===== src/rtl/motor_speed_ramp.sv =====
// motor_speed_ramp
// Setpoint stage feeding the DC motor PWM controller. It accepts a signed
// percent-speed command, slews the applied speed toward it by 1 % per step
// interval, and holds zero speed for a dead time before any reversal.
//
// State table:
//   state    | meaning
//   IDLE     | applied speed equals last accepted command; ready for a new one
//   RAMP     | stepping mag toward target (down to zero first when reversing)
//   DEADTIME | mag is zero, waiting out the dead time before flipping dir
//
// Ports:
//   i_Clk           system clock
//   i_Rst_L         synchronous active-low reset
//   i_Cmd_Valid     command strobe
//   i_Cmd_Speed     signed percent command, -100..+100 (clamped beyond)
//   o_Cmd_Ready     command accepted this cycle when high together with valid
//   o_Control_Range applied magnitude * MULTIPLY_BY, registered
//   o_Direction     0 = clockwise, 1 = counterclockwise
//   o_At_Target     applied speed equals the last accepted command
module motor_speed_ramp #(
  parameter int MULTIPLY_BY     = 33003,
  parameter int STEP_CYCLES     = 1000000,
  parameter int DEADTIME_CYCLES = 5000000
) (
  input  logic        i_Clk,
  input  logic        i_Rst_L,
  input  logic        i_Cmd_Valid,
  input  logic [7:0]  i_Cmd_Speed,
  output logic        o_Cmd_Ready,
  output logic [23:0] o_Control_Range,
  output logic        o_Direction,
  output logic        o_At_Target
);

  localparam int PS_W = (STEP_CYCLES > 1) ? $clog2(STEP_CYCLES) : 1;
  localparam int DT_W = (DEADTIME_CYCLES > 1) ? $clog2(DEADTIME_CYCLES) : 1;
  localparam logic [PS_W-1:0] PS_TC   = PS_W'(STEP_CYCLES - 1);
  localparam logic [DT_W-1:0] DT_LOAD = DT_W'(DEADTIME_CYCLES - 1);
  localparam logic [23:0]     SCALE   = 24'(MULTIPLY_BY);

  typedef enum logic [1:0] {IDLE, RAMP, DEADTIME} state_t;

  state_t          state, state_nxt;
  logic [6:0]      mag, mag_nxt;
  logic [6:0]      tgt_mag, tgt_mag_nxt;
  logic            dir, dir_nxt;
  logic            tgt_dir, tgt_dir_nxt;
  logic [PS_W-1:0] presc, presc_nxt;
  logic [DT_W-1:0] dt_cnt, dt_cnt_nxt;

  logic signed [7:0] cmd_s;
  logic [6:0]        cmd_mag;
  logic              cmd_dir;
  logic              cmd_same;

  // Clamp to +/-100 and split into magnitude and direction. A zero command
  // carries no direction of its own, so it keeps the applied one.
  always_comb begin
    cmd_s = signed'(i_Cmd_Speed);
    if (cmd_s > 8'sd100 || cmd_s < -8'sd100)
      cmd_mag = 7'd100;
    else if (cmd_s[7])
      cmd_mag = 7'(-cmd_s);
    else
      cmd_mag = cmd_s[6:0];
    cmd_dir  = (cmd_mag == 7'd0) ? dir : cmd_s[7];
    cmd_same = (cmd_mag == mag) && ((cmd_dir == dir) || (cmd_mag == 7'd0));
  end

  assign o_Cmd_Ready = (state == IDLE) && i_Rst_L;
  assign o_At_Target = (state == IDLE);
  assign o_Direction = dir;

  always_comb begin
    state_nxt   = state;
    mag_nxt     = mag;
    tgt_mag_nxt = tgt_mag;
    dir_nxt     = dir;
    tgt_dir_nxt = tgt_dir;
    presc_nxt   = presc;
    dt_cnt_nxt  = dt_cnt;
    case (state)
      IDLE: begin
        if (i_Cmd_Valid && o_Cmd_Ready && !cmd_same) begin
          tgt_mag_nxt = cmd_mag;
          tgt_dir_nxt = cmd_dir;
          presc_nxt   = '0;
          state_nxt   = RAMP;
          // Already stopped: a reversal needs no dead time.
          if (mag == 7'd0)
            dir_nxt = cmd_dir;
        end
      end
      RAMP: begin
        if (mag == 7'd0 && tgt_dir != dir) begin
          state_nxt  = DEADTIME;
          dt_cnt_nxt = DT_LOAD;
        end else if (mag == tgt_mag && tgt_dir == dir) begin
          state_nxt = IDLE;
        end else begin
          if (presc == PS_TC) begin
            presc_nxt = '0;
            // While reversing, always head toward zero first.
            if (tgt_dir != dir || mag > tgt_mag)
              mag_nxt = mag - 7'd1;
            else
              mag_nxt = mag + 7'd1;
          end else begin
            presc_nxt = presc + PS_W'(1);
          end
        end
      end
      DEADTIME: begin
        if (dt_cnt == '0) begin
          dir_nxt   = tgt_dir;
          presc_nxt = '0;
          state_nxt = (tgt_mag == 7'd0) ? IDLE : RAMP;
        end else begin
          dt_cnt_nxt = dt_cnt - DT_W'(1);
        end
      end
      default: state_nxt = IDLE;
    endcase
  end

  always_ff @(posedge i_Clk) begin
    if (!i_Rst_L) begin
      state           <= IDLE;
      mag             <= '0;
      tgt_mag         <= '0;
      dir             <= 1'b0;
      tgt_dir         <= 1'b0;
      presc           <= '0;
      dt_cnt          <= '0;
      o_Control_Range <= '0;
    end else begin
      state           <= state_nxt;
      mag             <= mag_nxt;
      tgt_mag         <= tgt_mag_nxt;
      dir             <= dir_nxt;
      tgt_dir         <= tgt_dir_nxt;
      presc           <= presc_nxt;
      dt_cnt          <= dt_cnt_nxt;
      o_Control_Range <= {17'd0, mag} * SCALE;
    end
  end

endmodule


===== config.mk =====
export PLATFORM = sky130hd
export DESIGN_NAME = motor_speed_ramp
export DESIGN_NICKNAME = d
export VERILOG_FILES = /design/src/rtl/motor_speed_ramp.sv
export SDC_FILE = /design/constraint.sdc
export NUM_CORES = 1
export LEC_CHECK = 0
export CORE_MARGIN = 2
export CORE_UTILIZATION = 55
export CTS_BUF_LIST = sky130_fd_sc_hd__clkbuf_16
export DETAILED_ROUTE_END_ITERATION = 6
export PLACE_DENSITY = 0.78
export SYNTH_ARGS = -nofsm -noshare
export SYNTH_HDL_FRONTEND = slang
export SYNTH_SLANG_ARGS = --single-unit

===== constraint.sdc =====
create_clock -name i_Clk -period 4 [get_ports i_Clk]
set_input_delay 0.4 -clock i_Clk [delete_from_list [all_inputs] [get_ports i_Clk]]
set_output_delay 0.4 -clock i_Clk [all_outputs]
set_load 0.005 [all_outputs]

==> results.md <==
- Area of the multi-input gates: 4290 sq um
- Pre-CTS setup slack: -0.0778 ns
- Run status: finished with violations
- R2r startpoint: mag[4]
- CP cell instances: buf_4 > inv_4 > ha_4 > ha_1 > inv_1 > fa_1 > inv_1 > fa_1 > ha_4 > o21ai_2 > a21oi_2 > nand3_2 > a31oi_4 > a41oi_2 > or3_1 > a21oi_2
- Post-synthesis async set-or-reset flop share: 0%
- Setup Crit Path Kind: flip-flop to flip-flop
- Placed instance count: 876
- Worst clock skew: around 0.010 ns
- Crit-path max cell delay: 0.50 ns
- Reg2reg end: o_Control_Range[19]
- Fin Hold WS: 0.482 ns
- Total GRT Usage: between 20% and 30%
- Period utilization: 100%
- Power Internal: approximately 1.5 mW
- Worst setup SP type: flip-flop
- WL final: ~15 mm
- CP Capture Type: flip-flop
- Total power: around 2.2 mW
- CTS Buf Count: 9
- Leakage power: approximately 3 nW
- Peak supply drop: between 200 and 250 uV
- Slew @ Worst Pin: 1.19 ns
- Relative slew margins: between 10% and 20%
- Die area: ~12000 sq um
- First DRT Iteration DRCs: between 300 and 400
- Clk pwr share: 37.1%
- Synthesis-stage register bit count: 84
- Port bufs: 36
- Worst Hold Class: flip-flop to flip-flop
- Netlist cell types: 75
- Slew Limit Fails: 0
- CTS H-tree depth: 3
- Post-synthesis sequential area ratio: around 28%
- Gpl congestion: around 0.95
- Hold Crit Endpoint: dt_cnt[10]
- Top Ports: 38
- Syn_area_per_cell: around 8.7 sq um
- Max FO, Critical Path: 4
- Reg2Reg Depth: 16
- Setup violators final: 1
- CTS root buf: clkbuf_16
- Final Hold Fails: 0
- Via count: around 5400
- Sw Share: 29.7%
- Synth Cell Area: between 6000 and 7000 sq um
- Final setup margin: -0.00730 ns
- Synth Flop Type: dfxtp_1
- Hold Crit Start: dt_cnt[10]
- Syn Nets: slightly below 800
- Fillers: a little under 800
- P_sw: approximately 640 uW
- Vias per inst: just over 6
- WL/cell: 17.2 um
- Ys Warns: 0
- Non-Filler Instances: about 900
- Die Wd: 109 um
- CTS clk-pin slew, worst paths: roughly 0.060 ns
- Largest net degree at the start of global routing: 45
- Most common cell after layout, fill and taps aside: dfxtp_1
- DRC Markers: 0
- Nets: roughly 840
- Failing checks: negative setup slack
- Die Ht: 109 um
- Hold Path Cell Cnt: 2
- Register area: between 1500 and 2000 sq um
- Vias in the first global route: a little over 5000
- Cells after Synth: 694
- Reg2Reg Setup Slack: -0.007 ns
- Max-cap violation count: 0
- CTS Buffer Depth: 2
- Routed Antenna Nets: 0
- Antenna diodes: 0
- Post-synth EDFFs: 0
- CP required: between 4 and 5 ns
- Post-DP HPWL: about 11 mm
- Area grow syn2layout: 20.4%
- Core ar.: 10800 sq um
- Initial antenna violation count: 0
- Max Clock Freq: around 250 MHz
- Logic pwr share: a little over a fifth
- CP max-delay cell: fa_1
- Share of cells above drive strength 1: between 10% and 20%
- Commonest cells after routing, fill and taps aside: dfxtp_1 (78), inv_1 (59), nor2_1 (56)
- Clock net sink count: 84
- CTS tree: built
- Sequential Power Share: a little over two fifths
- Starting Density: between 50% and 60%
- GRT overflow: 0
- Total iterations of the first detailed-routing run: 5
- WP data arrival: between 4 and 5 ns
- Power Dens Cells: roughly 300 nW/um^2
- Row cnt: 38
- Final min period: roughly 4 ns
- First-pass GRT wire length: about 24 mm
- Worst-Skew Late Latency: approximately 0.35 ns
[final cells by class]
| cell class | count | area share, % |
|---|---|---|
| Tap cell | 140 | 2.40 |
| Sequential cell | 84 | 23.2 |
| Timing Repair Buffer | 74 | 8.89 |
| Multi-Input combinational cell | 524 | 58.7 |
| Inverter | 59 | 3.07 |
| Clock inverter | 6 | 0.685 |
| Clock buffer | 9 | 3.08 |
[state kept, by name (all words and copies together), names as in the netlist]
name / cells
dt_cnt: 23
mag: 7
o_Control_Range: 23
o_Direction: 1
presc: 20
state: 2
tgt_dir: 1
tgt_mag: 7
[worst max-delay path, delay by kind of cell (launching register included)]
kind,cells,cell delay (ns)
fa+ha+maj,5,1.85
compound gates,5,0.81
flops,1,0.37
buf+inv,4,0.32
simple gates,2,0.58
[power groups by stage]
stage	combinational, mW	sequential [mW]	clock [mW]
final	0.454	0.904	0.802
after global routing	0.503	0.908	0.841
after CTS	0.449	0.905	0.809
after detailed placement	0.444	0.922	0
after global placement	0.425	0.920	0
after floorplan	0.351	0.915	0
[per-layer routing]
layer	global-route usage [%]	part of all wire, %
met1	32.9	44
met2	43.2	49
met3	4.12	4.5
met4	11.7	2.8
met5	0	0
[repair_timing]
| action | 4_1_cts | 5_1_grt |
|---|---|---|
| endpoints found under the setup margin | 7 | 10 |
| hold buffers | 0 | 0 |
| setup buffers | 4 | 2 |
| pin swaps | 6 | 20 |
| gates resized for setup | 15 | 33 |
| gates cloned | 0 | 0 |
[cell usage after synthesis (8+ instances only)]
cell       n  area (sq um)
dfxtp_1   84          1680
nand2_1   26          97.6
xor2_1    18           158
nand3_1   24           120
inv_1     58           218
clkbuf_1  13          48.8
nor2b_1   10          62.6
or4_1      8          60.1
nor2_1    59           221
fa_1      15           300
mux2i_1   19           190
or3_1      8          50.1
nor3_1    20           100
and3_1    11          68.8
xnor2_1   25           219
o21ai_0   29           145
ha_1      63           788
a21oi_1   50           250
o31ai_1    9          67.6
a211oi_1   8          60.1
[worst max path at each step]
stage	startpoint	end
detailed placement	mag[1]	o_Control_Range[21]
floorplan	mag[6]	o_Control_Range[18]
finish	mag[4]	o_Control_Range[19]
global placement	mag[6]	o_Control_Range[20]
CTS	mag[1]	o_Control_Range[14]
global route	mag[5]	o_Control_Range[19]
[stage by stage]
step | utilization [%] | area (sq um) | setup TNS, ns
final | 67.7 | 7310 | -0.00730
after global routing | 67.7 | 7310 | -0.132
after CTS | 65.7 | 7100 | 0
after detailed placement | 62.3 | 6720 | -0.224
after global placement | 62.3 | 6720 | 0
after floorplan | - | 6090 | 0
[cells by family after synthesis]
| logic type | share of synthesized area [%] |
|---|---|
| AO/OA/AOI/OAI | 17.9 |
| XOR/XNOR | 6.21 |
| buffers and inverters | 6.02 |
| other | 0.0618 |
| multiplexers | 3.69 |
| flip-flops | 27.7 |
| AND/OR/NAND/NOR | 20.4 |
| adder cells (fa/ha/maj) | 17.9 |
(Power assumes the default switching activity.)
